$ cat config.mk
export PLATFORM = sky130hd
export DESIGN_NAME = sram_access_arbiter_flat
export DESIGN_NICKNAME = d
export VERILOG_FILES = /design/src/rtl/sram_access_arbiter_if.sv /design/src/rtl/sram_access_arbiter.sv /design/src/flat_wrapper.sv
export SDC_FILE = /design/constraint.sdc
export NUM_CORES = 1
export LEC_CHECK = 0
export CAP_MARGIN = 20
export CORE_MARGIN = 8
export CORE_UTILIZATION = 25
export DETAILED_ROUTE_END_ITERATION = 10
export GPL_ROUTABILITY_DRIVEN = 1
export PLACE_DENSITY = 0.53
export REMOVE_ABC_BUFFERS = 1
export SYNTH_ARGS = -nofsm -noshare
export SYNTH_HDL_FRONTEND = slang
export SYNTH_SLANG_ARGS = --single-unit
$ cat constraint.sdc
create_clock -name clk -period 1.8 [get_ports clk]
set_input_delay 0.27 -clock clk [delete_from_list [all_inputs] [get_ports clk]]
set_output_delay 0.27 -clock clk [all_outputs]
set_load 0.02 [all_outputs]
$ cat src/rtl/sram_access_arbiter_if.sv
// rtl/sram_access_arbiter_if.sv - single-word req/done handshake between a requester and a responder
interface sram_access_arbiter_if #(
  parameter int ADDR_W = 17,
  parameter int DATA_W = 16
);
  logic              req;
  logic              we;
  logic [ADDR_W-1:0] addr;
  logic [DATA_W-1:0] wdata;
  logic              done;
  logic [DATA_W-1:0] rdata;

  modport master (
    output req, we, addr, wdata,
    input  done, rdata
  );

  modport slave (
    input  req, we, addr, wdata,
    output done, rdata
  );
endinterface

$ cat src/rtl/sram_access_arbiter.sv
// rtl/sram_access_arbiter.sv - audio-priority arbiter with CPU starvation guard in front of the SRAM engine
// Optional watchdog on stuck transactions: define SRAM_TIMEOUT_EN.
module sram_access_arbiter #(
  parameter int ADDR_W         = 17,
  parameter int DATA_W         = 16,
  parameter int MAX_AUD_BURST  = 4,
  parameter int TIMEOUT_CYCLES = 1024
) (
  input  logic                  clk,
  input  logic                  reset,
  sram_access_arbiter_if.slave  aud,
  sram_access_arbiter_if.slave  cpu,
  sram_access_arbiter_if.master mem,
  output logic                  busy,
  output logic                  owner,
  output logic                  err
);

  typedef enum logic [1:0] {
    IDLE     = 2'd0,
    AUD_BUSY = 2'd1,
    CPU_BUSY = 2'd2
  } state_t;

  localparam int SC_W = (MAX_AUD_BURST < 1) ? 1 : $clog2(MAX_AUD_BURST + 1);

  state_t            state;
  logic [SC_W-1:0]   starve_cnt;
  logic              mem_req_q;
  logic              mem_we_q;
  logic [ADDR_W-1:0] mem_addr_q;
  logic [DATA_W-1:0] mem_wdata_q;
  logic              aud_done_q;
  logic              cpu_done_q;
  logic [DATA_W-1:0] aud_rdata_q;
  logic [DATA_W-1:0] cpu_rdata_q;
  logic              busy_q;
  logic              owner_q;
  logic              err_q;

  logic              cpu_wins;
  logic              fin;
  logic [DATA_W-1:0] fin_data;
  logic              fin_err;

  // CPU takes the slot when audio is absent or has used up its burst allowance
  assign cpu_wins = cpu.req && (!aud.req || (starve_cnt == SC_W'(MAX_AUD_BURST)));

`ifdef SRAM_TIMEOUT_EN
  localparam int WD_W = (TIMEOUT_CYCLES < 2) ? 1 : $clog2(TIMEOUT_CYCLES + 1);

  logic [WD_W-1:0] wd_cnt;
  logic            wd_expired;

  assign wd_expired = (wd_cnt == WD_W'(TIMEOUT_CYCLES - 1));
`else
  logic unused_timeout;

  assign unused_timeout = (TIMEOUT_CYCLES > 0);
`endif

  // A real mem_done always beats a watchdog expiry on the same edge
  always_comb begin
    fin      = 1'b0;
    fin_data = mem.rdata;
    fin_err  = 1'b0;
    if (state != IDLE) begin
      if (mem.done) begin
        fin = 1'b1;
      end
`ifdef SRAM_TIMEOUT_EN
      else if (wd_expired) begin
        fin      = 1'b1;
        fin_data = '0;
        fin_err  = 1'b1;
      end
`endif
    end
  end

  always_ff @(posedge clk) begin
    if (reset) begin
      state       <= IDLE;
      starve_cnt  <= '0;
      mem_req_q   <= 1'b0;
      mem_we_q    <= 1'b0;
      mem_addr_q  <= '0;
      mem_wdata_q <= '0;
      aud_done_q  <= 1'b0;
      cpu_done_q  <= 1'b0;
      aud_rdata_q <= '0;
      cpu_rdata_q <= '0;
      busy_q      <= 1'b0;
      owner_q     <= 1'b0;
      err_q       <= 1'b0;
`ifdef SRAM_TIMEOUT_EN
      wd_cnt      <= '0;
`endif
    end else begin
      aud_done_q <= 1'b0;
      cpu_done_q <= 1'b0;
      err_q      <= 1'b0;
      case (state)
        IDLE: begin
          if (aud.req || cpu.req) begin
            mem_req_q <= 1'b1;
            busy_q    <= 1'b1;
`ifdef SRAM_TIMEOUT_EN
            wd_cnt    <= '0;
`endif
            if (cpu_wins) begin
              state       <= CPU_BUSY;
              owner_q     <= 1'b1;
              mem_we_q    <= cpu.we;
              mem_addr_q  <= cpu.addr;
              mem_wdata_q <= cpu.wdata;
              starve_cnt  <= '0;
            end else begin
              state       <= AUD_BUSY;
              owner_q     <= 1'b0;
              mem_we_q    <= aud.we;
              mem_addr_q  <= aud.addr;
              mem_wdata_q <= aud.wdata;
              if (!cpu.req) begin
                starve_cnt <= '0;
              end else if (starve_cnt != SC_W'(MAX_AUD_BURST)) begin
                starve_cnt <= starve_cnt + SC_W'(1);
              end
            end
          end
        end
        AUD_BUSY, CPU_BUSY: begin
          if (fin) begin
            state     <= IDLE;
            mem_req_q <= 1'b0;
            busy_q    <= 1'b0;
            err_q     <= fin_err;
            if (state == CPU_BUSY) begin
              cpu_done_q  <= 1'b1;
              cpu_rdata_q <= fin_data;
            end else begin
              aud_done_q  <= 1'b1;
              aud_rdata_q <= fin_data;
            end
          end
`ifdef SRAM_TIMEOUT_EN
          else begin
            wd_cnt <= wd_cnt + WD_W'(1);
          end
`endif
        end
        default: begin
          state     <= IDLE;
          mem_req_q <= 1'b0;
          busy_q    <= 1'b0;
        end
      endcase
    end
  end

  assign mem.req   = mem_req_q;
  assign mem.we    = mem_we_q;
  assign mem.addr  = mem_addr_q;
  assign mem.wdata = mem_wdata_q;
  assign aud.done  = aud_done_q;
  assign aud.rdata = aud_rdata_q;
  assign cpu.done  = cpu_done_q;
  assign cpu.rdata = cpu_rdata_q;
  assign busy      = busy_q;
  assign owner     = owner_q;
  assign err       = err_q;

endmodule

$ cat src/flat_wrapper.sv
// flat-port wrapper written by rule: the top's interface ports become plain ports
module sram_access_arbiter_flat 
#(
  parameter int ADDR_W         = 17,
  parameter int DATA_W         = 16,
  parameter int MAX_AUD_BURST  = 4,
  parameter int TIMEOUT_CYCLES = 1024
)
  (clk, reset, busy, owner, err, aud_req, aud_we, aud_addr, aud_wdata, aud_done, aud_rdata, cpu_req, cpu_we, cpu_addr, cpu_wdata, cpu_done, cpu_rdata, mem_req, mem_we, mem_addr, mem_wdata, mem_done, mem_rdata);
  sram_access_arbiter_if #(.ADDR_W(ADDR_W), .DATA_W(DATA_W)) aud_i ();
  sram_access_arbiter_if #(.ADDR_W(ADDR_W), .DATA_W(DATA_W)) cpu_i ();
  sram_access_arbiter_if #(.ADDR_W(ADDR_W), .DATA_W(DATA_W)) mem_i ();
  input  logic clk;
  input  logic reset;
  output logic busy;
  output logic owner;
  output logic err;
  input wire logic [$bits(aud_i.req)-1:0] aud_req;
  input wire logic [$bits(aud_i.we)-1:0] aud_we;
  input wire logic [$bits(aud_i.addr)-1:0] aud_addr;
  input wire logic [$bits(aud_i.wdata)-1:0] aud_wdata;
  output wire logic [$bits(aud_i.done)-1:0] aud_done;
  output wire logic [$bits(aud_i.rdata)-1:0] aud_rdata;
  input wire logic [$bits(cpu_i.req)-1:0] cpu_req;
  input wire logic [$bits(cpu_i.we)-1:0] cpu_we;
  input wire logic [$bits(cpu_i.addr)-1:0] cpu_addr;
  input wire logic [$bits(cpu_i.wdata)-1:0] cpu_wdata;
  output wire logic [$bits(cpu_i.done)-1:0] cpu_done;
  output wire logic [$bits(cpu_i.rdata)-1:0] cpu_rdata;
  output wire logic [$bits(mem_i.req)-1:0] mem_req;
  output wire logic [$bits(mem_i.we)-1:0] mem_we;
  output wire logic [$bits(mem_i.addr)-1:0] mem_addr;
  output wire logic [$bits(mem_i.wdata)-1:0] mem_wdata;
  input wire logic [$bits(mem_i.done)-1:0] mem_done;
  input wire logic [$bits(mem_i.rdata)-1:0] mem_rdata;
  assign aud_i.req = aud_req;
  assign aud_i.we = aud_we;
  assign aud_i.addr = aud_addr;
  assign aud_i.wdata = aud_wdata;
  assign aud_done = aud_i.done;
  assign aud_rdata = aud_i.rdata;
  assign cpu_i.req = cpu_req;
  assign cpu_i.we = cpu_we;
  assign cpu_i.addr = cpu_addr;
  assign cpu_i.wdata = cpu_wdata;
  assign cpu_done = cpu_i.done;
  assign cpu_rdata = cpu_i.rdata;
  assign mem_req = mem_i.req;
  assign mem_we = mem_i.we;
  assign mem_addr = mem_i.addr;
  assign mem_wdata = mem_i.wdata;
  assign mem_i.done = mem_done;
  assign mem_i.rdata = mem_rdata;
  sram_access_arbiter #(.ADDR_W(ADDR_W), .DATA_W(DATA_W), .MAX_AUD_BURST(MAX_AUD_BURST), .TIMEOUT_CYCLES(TIMEOUT_CYCLES)) u_core (.clk(clk), .reset(reset), .aud(aud_i), .cpu(cpu_i), .mem(mem_i), .busy(busy), .owner(owner), .err(err));
endmodule
==> out/results.md, run 1 <==
## Finish
* 0 — Diodes inserted
* 54.7% — layout-stage area growth over the synthesis result
* 1,447 — # fillers
* 0.00177 sq mm — total area of multi-input combinational cells
* 16.1% — fraction of layout instances using a drive strength above 1
* 0.00150 sq mm — register area
* 638 — final-stage net count

## Critical path
* 0.19 ns — setup slack of the worst register-to-register path
* flop — Worst Setup Start Kind
* u_core.starve_cnt[0]$_SDFFE_PP0P_ — FF-to-FF Start
* 6 — Stages on worst setup path
* reg -> reg — critical path class
* 0.35 ns — delay contributed by the slowest stage of the critical path
* 2 — buffer and inverter count on the worst path
* u_core.starve_cnt[0]$_SDFFE_PP0P_ — first element of the critical path
* 32 — Crit Path Max Fanout
* flop — crit path capture type
* u_core.mem.wdata[15]$_SDFFE_PP0P_ — endpoint of the most critical register-to-register path
* inv_1 -> ha_1 -> a21boi_4 -> buf_12 -> o21ai_0 -> a311oi_1 — cell breakdown of the critical path
* 1.85 ns — Arr. time, crit path
* 2.04 ns — worst path required time
* compound AO/OA/AOI/OAI gates — kind of cell adding the most delay to the critical path
* sky130_fd_sc_hd__dfxtp_1 — cell with the largest stage delay on the worst path
* 6 — number of cells on the worst reg-to-reg path

## Synth
* 9.19 sq um — mean cell area of the mapped netlist
* 0 — Warnings, synthesis
* 393 — Cells after Synth
* 39 — count of unique library cells instantiated by Yosys
* 75 — number of register bits inferred by synthesis
* 2.08% — post-synthesis share of cell area spent on full adders, half adders and majority gates
* 41.6% — sequential area share after synthesis
* 0% — async set-or-reset flop fraction in the synthesized netlist
* compound AO/OA/AOI/OAI gates — dominant combinational cell family by area after synthesis
* 21.2% — basic-gate share of the synthesized area counting and, or, nand and nor cells
* 25.5% — compound-cell area share of the yosys netlist
* sky130_fd_sc_hd__dfxtp_1 — Main synth FF type
* 0.00361 sq mm — netlist area before placement
* 0% — XOR/XNOR Fraction of Synth Area
* 0% — multiplexer fraction of the synthesized cell area
* 0 — number of enable-type register cells in the synthesized netlist

## Die
* 0.0186 sq mm — Die Area
* 161 — I/O pin cnt
* 44 — number of placement rows
* 136 um — die outline width
* 0.0143 sq mm — Core Region
* 136 um — height of the chip
* 25.2% — effective utilization at floorplan

## Timing
* 0.638 ns — actual transition at the worst max-transition pin
* 57.4% — Worst slew margin
* 0.193 ns — minimum hold slack
* 1.61 ns — final critical path time including I/O delays and setup
* 0 — final setup violation count
* 0 — Max Slew Vio Count
* 622 MHz — maximum clock frequency
* 0 — count of final hold-check violations
* false — unrepaired setup endpoints after global routing
* 89.3% — final worst path period share
* 0 ns — summed negative setup slack over all endpoints
* 0.00858 ns — worst clock skew on the final layout

## Detailed routing
* 0 — DR DRC count
* 11,900 um — final wirelength
* 3,443 — total number of vias
* 16.3 um — average routed wire per standard cell
* 4.72 — routed via count divided by cell count
* 192 — detailed router's first-iteration violation count
* 0 — antenna-violating nets left
* 4 — number of iterations in the first detailed-routing pass

## Place
* 8660 um — Detailed Place HPWL
* 159 — Buffers on Ports
* 0.767 — placer's final routability congestion estimate

## Min path
* u_core.mem.addr[11]$_SDFFE_PP0P_ — hold endpoint
* in -> reg — Tightest Hold Check Type
* 2 — hold path cells
* reset — critical hold path startpoint

## CTS
* 0 — Gates resized, CTS repair
* 2 — maximum clock path buffer count
* 0 — number of hold buffers added after cts
* 75 — clock tree sinks
* 0.34 ns — clock latency on the worst-skew pair
* 0 — count of buffers added by post-CTS timing repair for setup
* yes — clock tree from TritonCTS
* sky130_fd_sc_hd__clkbuf_16 — library cell used as clock root buffer
* 3 — CTS H-tree depth
* 9 — total CTS buffers
* 0.06 ns — clock-pin slew on the worst setup and hold paths

## Global route
* 6.50% — GR Util met3
* 0 — initial antenna violation count
* 19,000 um — first-pass GRT wire length
* 19.8% — global routing met2 resource utilization
* 13.0% — Total Routing Usage GR
* 15.7% — met1 usage
* 0 — final global-route overflow total
* 41 — maximum number of pins on one net before global-route repair
* met2 — busiest grt layer
* 3,632 — number of global-route vias before repair

## Outcome
* finished clean — run status

## Power and ir drop
* 980 mW/mm^2 — Cell Pwr Density
* 0.449 mV — VDD IR max
* 1.90 nW — standby leakage power

## Run
* 0 — total of max-cap violations

-- registers in the layout, summed over array words and instances (netlist names) --
register           flops
u_core.aud.done        1
u_core.mem.wdata      16
u_core.mem.we          1
u_core.owner           1
u_core.busy            1
u_core.cpu.rdata      16
u_core.state           2
u_core.mem.addr       17
u_core.starve_cnt      3
u_core.cpu.done        1
u_core.aud.rdata      16
-- Yosys cell counts (2+ instances only) --
| master | number | area, sq um |
|---|---|---|
| sky130_fd_sc_hd__inv_1 | 4 | 15.0 |
| sky130_fd_sc_hd__dfxtp_1 | 75 | 1500 |
| sky130_fd_sc_hd__a21oi_1 | 35 | 175 |
| sky130_fd_sc_hd__o21ai_1 | 29 | 145 |
| sky130_fd_sc_hd__nand3_2 | 20 | 200 |
| sky130_fd_sc_hd__clkbuf_8 | 4 | 55.1 |
| sky130_fd_sc_hd__a32oi_1 | 2 | 17.5 |
| sky130_fd_sc_hd__buf_4 | 6 | 45.0 |
| sky130_fd_sc_hd__o32ai_1 | 2 | 17.5 |
| sky130_fd_sc_hd__nand2_1 | 68 | 255 |
| sky130_fd_sc_hd__ha_1 | 6 | 75.1 |
| sky130_fd_sc_hd__a311oi_1 | 5 | 43.8 |
| sky130_fd_sc_hd__buf_6 | 6 | 67.6 |
| sky130_fd_sc_hd__a311oi_2 | 29 | 435 |
| sky130_fd_sc_hd__buf_8 | 2 | 30.0 |
| sky130_fd_sc_hd__buf_12 | 2 | 40.0 |
| sky130_fd_sc_hd__nor2_1 | 37 | 139 |
| sky130_fd_sc_hd__nand3_1 | 15 | 75.1 |
| sky130_fd_sc_hd__nand3b_1 | 3 | 22.5 |
| sky130_fd_sc_hd__and3b_1 | 2 | 17.5 |
| sky130_fd_sc_hd__buf_2 | 8 | 40.0 |
| sky130_fd_sc_hd__nor3b_1 | 2 | 15.0 |
| sky130_fd_sc_hd__clkbuf_2 | 3 | 15.0 |
| sky130_fd_sc_hd__o21ai_0 | 7 | 35.0 |
| sky130_fd_sc_hd__clkbuf_1 | 7 | 26.3 |
-- per-layer routing --
layer	part of all wire (%)	vias to the layer above
met1	45	1620
met2	43	128
met5	0	-
met3	11	9
met4	1.2	0
li1	-	1686
-- power by group --
| group | internal (W) | leakage [nW] | switching [W] | total [W] |
|---|---|---|---|---|
| combinational | 0.000838 | 1.15 | 0.000912 | 0.00175 |
| clock | 0.00109 | 0.141 | 0.000669 | 0.00176 |
| sequential | 0.00186 | 0.614 | 0.000110 | 0.00197 |
| total | 0.00379 | 1.90 | 0.00169 | 0.00548 |
-- layout make-up --
| class | count | area share, % |
|---|---|---|
| Timing Repair Buffer | 178 | 32.0 |
| Multi-Input combinational cell | 274 | 31.6 |
| Sequential cell | 75 | 26.9 |
| Clock buffer | 11 | 4.34 |
| Tap cell | 184 | 4.12 |
| Clock inverter | 3 | 0.717 |
| Inverter | 5 | 0.336 |
-- placed cells by master (no fill, tap or decap) --
cell type | synthesis | routed
sky130_fd_sc_hd__a21oi_1 | 35 | 35
sky130_fd_sc_hd__o21a_2 | 0 | 1
sky130_fd_sc_hd__bufinv_16 | 0 | 1
sky130_fd_sc_hd__clkbuf_16 | 0 | 9
sky130_fd_sc_hd__dfxtp_1 | 75 | 75
sky130_fd_sc_hd__or3_1 | 1 | 1
sky130_fd_sc_hd__clkdlybuf4s50_1 | 0 | 157
sky130_fd_sc_hd__clkbuf_8 | 4 | 1
sky130_fd_sc_hd__o211ai_1 | 1 | 1
sky130_fd_sc_hd__and3_1 | 1 | 1
sky130_fd_sc_hd__o21ai_0 | 7 | 7
sky130_fd_sc_hd__nor3b_1 | 2 | 2
sky130_fd_sc_hd__nand2_1 | 68 | 68
sky130_fd_sc_hd__and3b_1 | 2 | 2
sky130_fd_sc_hd__a311oi_2 | 29 | 29
sky130_fd_sc_hd__inv_1 | 4 | 4
sky130_fd_sc_hd__ha_1 | 6 | 6
sky130_fd_sc_hd__a32oi_1 | 2 | 2
sky130_fd_sc_hd__a311oi_1 | 5 | 5
sky130_fd_sc_hd__nand3_2 | 20 | 20
sky130_fd_sc_hd__a21boi_4 | 1 | 1
sky130_fd_sc_hd__nor2b_1 | 1 | 1
sky130_fd_sc_hd__buf_4 | 6 | 15
sky130_fd_sc_hd__o21bai_1 | 1 | 1
sky130_fd_sc_hd__nor2_1 | 37 | 37
sky130_fd_sc_hd__nand2b_1 | 1 | 1
sky130_fd_sc_hd__buf_12 | 2 | 5
sky130_fd_sc_hd__inv_2 | 1 | 1
sky130_fd_sc_hd__clkinv_2 | 0 | 2
sky130_fd_sc_hd__o21ai_1 | 29 | 29
sky130_fd_sc_hd__nand3b_1 | 3 | 3
sky130_fd_sc_hd__clkbuf_1 | 7 | 1
sky130_fd_sc_hd__nand3_1 | 15 | 15
sky130_fd_sc_hd__conb_1 | 1 | 1
sky130_fd_sc_hd__a21bo_2 | 0 | 1
sky130_fd_sc_hd__nor3_1 | 1 | 1
sky130_fd_sc_hd__and3b_2 | 1 | 1
sky130_fd_sc_hd__buf_2 | 8 | 1
sky130_fd_sc_hd__o32ai_1 | 2 | 2
-- logic make-up (layout without fill, tap and decap cells) --
family | Yosys count | after routing
buffers and inverters | 44 | 197
other | 1 | 1
and+or+nand+nor | 153 | 153
adders and majority gates | 6 | 6
AOI/OAI and AO/OA | 114 | 114
DFF | 75 | 75
-- worst register-to-register path, delay by kind of cell (launching register included) --
kind	cells	cell delay [ns]
buffers and inverters	2	0.28
AO/OA/AOI/OAI	3	0.63
adder cells (fa/ha/maj)	1	0.26
flip-flops	1	0.35
-- how the worst max path moves through the flow --
| stage | to | slack, ns |
|---|---|---|
| floorplan | u_core.mem.addr[0]$_SDFFE_PP0P_ | -0.96 |
| global placement | u_core.mem.wdata[0]$_SDFFE_PP0P_ | 0.1 |
| detailed placement | u_core.mem.wdata[15]$_SDFFE_PP0P_ | 0.06 |
| CTS | mem_wdata[3] | 0.17 |
| global route | u_core.mem.wdata[15]$_SDFFE_PP0P_ | 0.06 |
| finish | u_core.mem.wdata[15]$_SDFFE_PP0P_ | 0.19 |
-- stage by stage --
step           instances  instance area, sq um  util, %  setup slack (ns)  total power, W
5_1_grt              730                  5590     39.0            0.0642         0.00577
2_1_floorplan        354                  3280        -            -0.962         0.00286
3_3_place_gp         716                  5310     37.1            0.0962         0.00375
6_report             730                  5590     39.0             0.193         0.00548
4_1_cts              730                  5590     39.0             0.175         0.00555
3_5_place_dp         716                  5310     37.1            0.0631         0.00377
(Power assumes the default switching activity.)
==> inputs of run 2 (changes only) <==
--- a/config.mk
+++ b/config.mk
@@ -6,7 +6,7 @@
 export NUM_CORES = 1
 export LEC_CHECK = 0
 export CAP_MARGIN = 20
-export CORE_MARGIN = 8
+export CORE_MARGIN = 3
 export CORE_UTILIZATION = 25
 export DETAILED_ROUTE_END_ITERATION = 10
 export GPL_ROUTABILITY_DRIVEN = 1
==> run 2 against run 1 <==
Net effect:
- first-iteration DRC count increased by 1.0%
- die area decreased by 14%
- cell area increased by 1.4%
- combinational power about the same
- global-route usage increased by 0.82 points
- register-to-register slack about the same
- flip-flop and latch count unchanged
- sequential power about the same
- critical path depth unchanged
- worst hold slack improved by 0.011 ns
- via count decreased by 1.9%
- setup slack got worse by 0.0018 ns
- critical endpoint is now u_core.mem.addr[2]$_SDFFE_PP0P_
==> out/results.md, run 2 (synthesis gave the netlist of run 1 again) <==
## Outcome
* finished clean — run status

## Critical path
* reg -> reg — critical path class
* 31 — Crit Path Max Fanout, -3.1%
* sky130_fd_sc_hd__ha_1 — cell with the largest stage delay on the worst path
* 0.35 ns — delay contributed by the slowest stage of the critical path, about the same
* 2.04 ns — worst path required time, about the same
* 1.85 ns — Arr. time, crit path, about the same
* inv_1 -> ha_1 -> o21a_4 -> buf_12 -> nor2_1 -> a311oi_2 — cell breakdown of the critical path
* flop — crit path capture type
* flop — Worst Setup Start Kind

## Place
* 0.765 — placer's final routability congestion estimate, -0.20%
* 8080 um — Detailed Place HPWL, -6.7%
* 159 — Buffers on Ports, unchanged
* 713 — placed cell count, -0.42%

## Timing
* 0.00680 ns — worst clock skew on the final layout, -0.00178 ns
* 621 MHz — maximum clock frequency, -0.11%
* 0 — final setup violation count, unchanged
* false — unrepaired setup endpoints after global routing
* 0 ns — summed negative setup slack over all endpoints, unchanged
* 0.204 ns — minimum hold slack, +0.0115 ns
* 89.4% — final worst path period share, +0.098 points
* 0 — Max Slew Vio Count, unchanged
* 1.61 ns — final critical path time including I/O delays and setup, +0.00176 ns
* 56.9% — Worst slew margin, -0.53 points
* 0 — count of final hold-check violations, unchanged
* 0.646 ns — actual transition at the worst max-transition pin, +0.00787 ns

## CTS
* 75 — clock tree sinks, unchanged
* 0.33 ns — clock latency on the worst-skew pair, about the same
* 0 — Gates resized, CTS repair, unchanged
* 9 — total CTS buffers, unchanged
* 3 — CTS H-tree depth, unchanged
* 0 — count of buffers added by post-CTS timing repair for setup, unchanged
* 0 — number of hold buffers added after cts, unchanged
* sky130_fd_sc_hd__clkbuf_16 — library cell used as clock root buffer
* yes — clock tree from TritonCTS
* 2 — maximum clock path buffer count, unchanged
* 0.06 ns — clock-pin slew on the worst setup and hold paths, about the same

## Finish
* sky130_fd_sc_hd__clkdlybuf4s50_1 — most common cell after layout, fill and taps aside
* 56.9% — layout-stage area growth over the synthesis result
* 729 — Non-Filler Instances, -0.14%
* 0 — Diodes inserted, unchanged
* 16.6% — fraction of layout instances using a drive strength above 1, +0.46 points
* 157 x sky130_fd_sc_hd__clkdlybuf4s50_1, 75 x sky130_fd_sc_hd__dfxtp_1, 68 x sky130_fd_sc_hd__nand2_1, 37 x sky130_fd_sc_hd__nor2_1, 35 x sky130_fd_sc_hd__a21oi_1 — leading cell types in the layout, fill and taps excluded
* 639 — final-stage net count, +0.16%
* 17 — Largest register FFs, unchanged

## Detailed routing
* 3,379 — total number of vias, -1.9%
* 11,000 um — final wirelength, -7.4%
* 15.1 um — average routed wire per standard cell, -7.3%
* 194 — detailed router's first-iteration violation count, +1.0%
* 4 — number of iterations in the first detailed-routing pass, unchanged
* 0 — antenna-violating nets left, unchanged
* 4.64 — routed via count divided by cell count, -1.7%
* 0 — DR DRC count, unchanged

## Die
* 43 — number of placement rows, -2.3%
* 161 — I/O pin cnt, unchanged
* 126 um — die outline width, -7.3%
* 126 um — height of the chip, -7.3%
* 25.8% — effective utilization at floorplan, +0.59 points
* 0.0140 sq mm — Core Region, -2.3%
* 0.0159 sq mm — Die Area, -14%

## Power and ir drop
* 0.00570 W — Overall Power, +4.0%
* 0.438 mV — VDD IR max, -2.5%
* 1010 mW/mm^2 — Cell Pwr Density, +2.6%
* 1.94 nW — standby leakage power, +1.7%

## Global route
* 17,800 um — first-pass GRT wire length, -6.0%
* 0 — final global-route overflow total, unchanged
* 3,382 — number of global-route vias before repair, -6.9%
* 13.8% — Total Routing Usage GR, +0.82 points
* 0 — initial antenna violation count, unchanged
* 44 — maximum number of pins on one net before global-route repair, +7.3%

## Run
* 0 — total of max-cap violations, unchanged

## Min path
* in -> reg — Tightest Hold Check Type

## run 2: cell count changes in the layout (fill, tap and decap cells not counted)
cell | previous run | this run
sky130_fd_sc_hd__bufinv_16 | 1 | 2
sky130_fd_sc_hd__o21a_2 | 1 | 0
sky130_fd_sc_hd__o21a_4 | 0 | 1
sky130_fd_sc_hd__buf_4 | 15 | 14
sky130_fd_sc_hd__clkinv_2 | 2 | 1
sky130_fd_sc_hd__clkinvlp_4 | 0 | 1
sky130_fd_sc_hd__clkbuf_8 | 1 | 2
sky130_fd_sc_hd__buf_12 | 5 | 7
## run 2: worst max-delay path: cells and delay by family (launching register included)
family | cells | cell delay (ns)
AOI/OAI and AO/OA | 2 | 0.47
adders and majority gates | 1 | 0.35
DFF | 1 | 0.31
buffers and inverters | 2 | 0.31
and+or+nand+nor | 1 | 0.07
## run 2: cell type report
class	count	area, sq um
clock inverter	4	72.6
timing repair buffer	179	1820
inverter	5	18.8
fill	1380	8320
multi-input combinational	274	1770
sequential	75	1500
clock buffer	12	256
tap	180	225
## run 2: final timing paths
kind / startpoint / endpoint / slack [ns] / cells past startpoint
worst max-delay path: u_core.state[0]$_SDFFE_PP0P_ / u_core.mem.addr[2]$_SDFFE_PP0P_ / 0.19 / 6
worst min-delay path: reset / u_core.state[1]$_SDFFE_PP0P_ / 0.20 / 2
worst max register to register: u_core.state[0]$_SDFFE_PP0P_ / u_core.mem.addr[2]$_SDFFE_PP0P_ / 0.19 / 6
worst min register to register: u_core.aud.rdata[12]$_SDFFE_PP0P_ / u_core.aud.rdata[12]$_SDFFE_PP0P_ / 0.45 / 2
## run 2: routing by layer
metal | wire (um) | share of wire (%) | vias to the layer above | track usage [%]
met5 | 0 | 0 | - | 0
met4 | 148 | 1.3 | 0 | 4.35
met3 | 762 | 6.9 | 10 | 3.52
met2 | 4800 | 44 | 147 | 20.9
met1 | 5320 | 48 | 1535 | 19.3
li1 | - | - | 1687 | -
## run 2: through the flow
stage	cell area, sq um	setup WS (ns)	util [%]
final	5670	0.191	40.5
after global routing	5670	0.0202	40.5
after CTS	5670	0.177	40.5
after detailed placement	5340	-0.0556	38.2
after global placement	5340	0.0312	38.2
after floorplan	3280	-0.962	-
## run 2: report_power, final
| group | total [W] | internal, W | switching [W] |
|---|---|---|---|
| registers | 0.00197 | 0.00186 | 0.000117 |
| logic | 0.00175 | 0.000865 | 0.000886 |
| clock network | 0.00197 | 0.00129 | 0.000685 |
| total | 0.00570 | 0.00401 | 0.00169 |
==> inputs of run 3 (changes only) <==
--- a/config.mk
+++ b/config.mk
@@ -10,6 +10,7 @@
 export CORE_UTILIZATION = 25
 export DETAILED_ROUTE_END_ITERATION = 10
 export GPL_ROUTABILITY_DRIVEN = 1
+export HOLD_SLACK_MARGIN = 0.03
 export PLACE_DENSITY = 0.53
 export REMOVE_ABC_BUFFERS = 1
 export SYNTH_ARGS = -nofsm -noshare
==> results of run 3 <==
No change in the layout: final DEF, timing and power equal those of run 2.
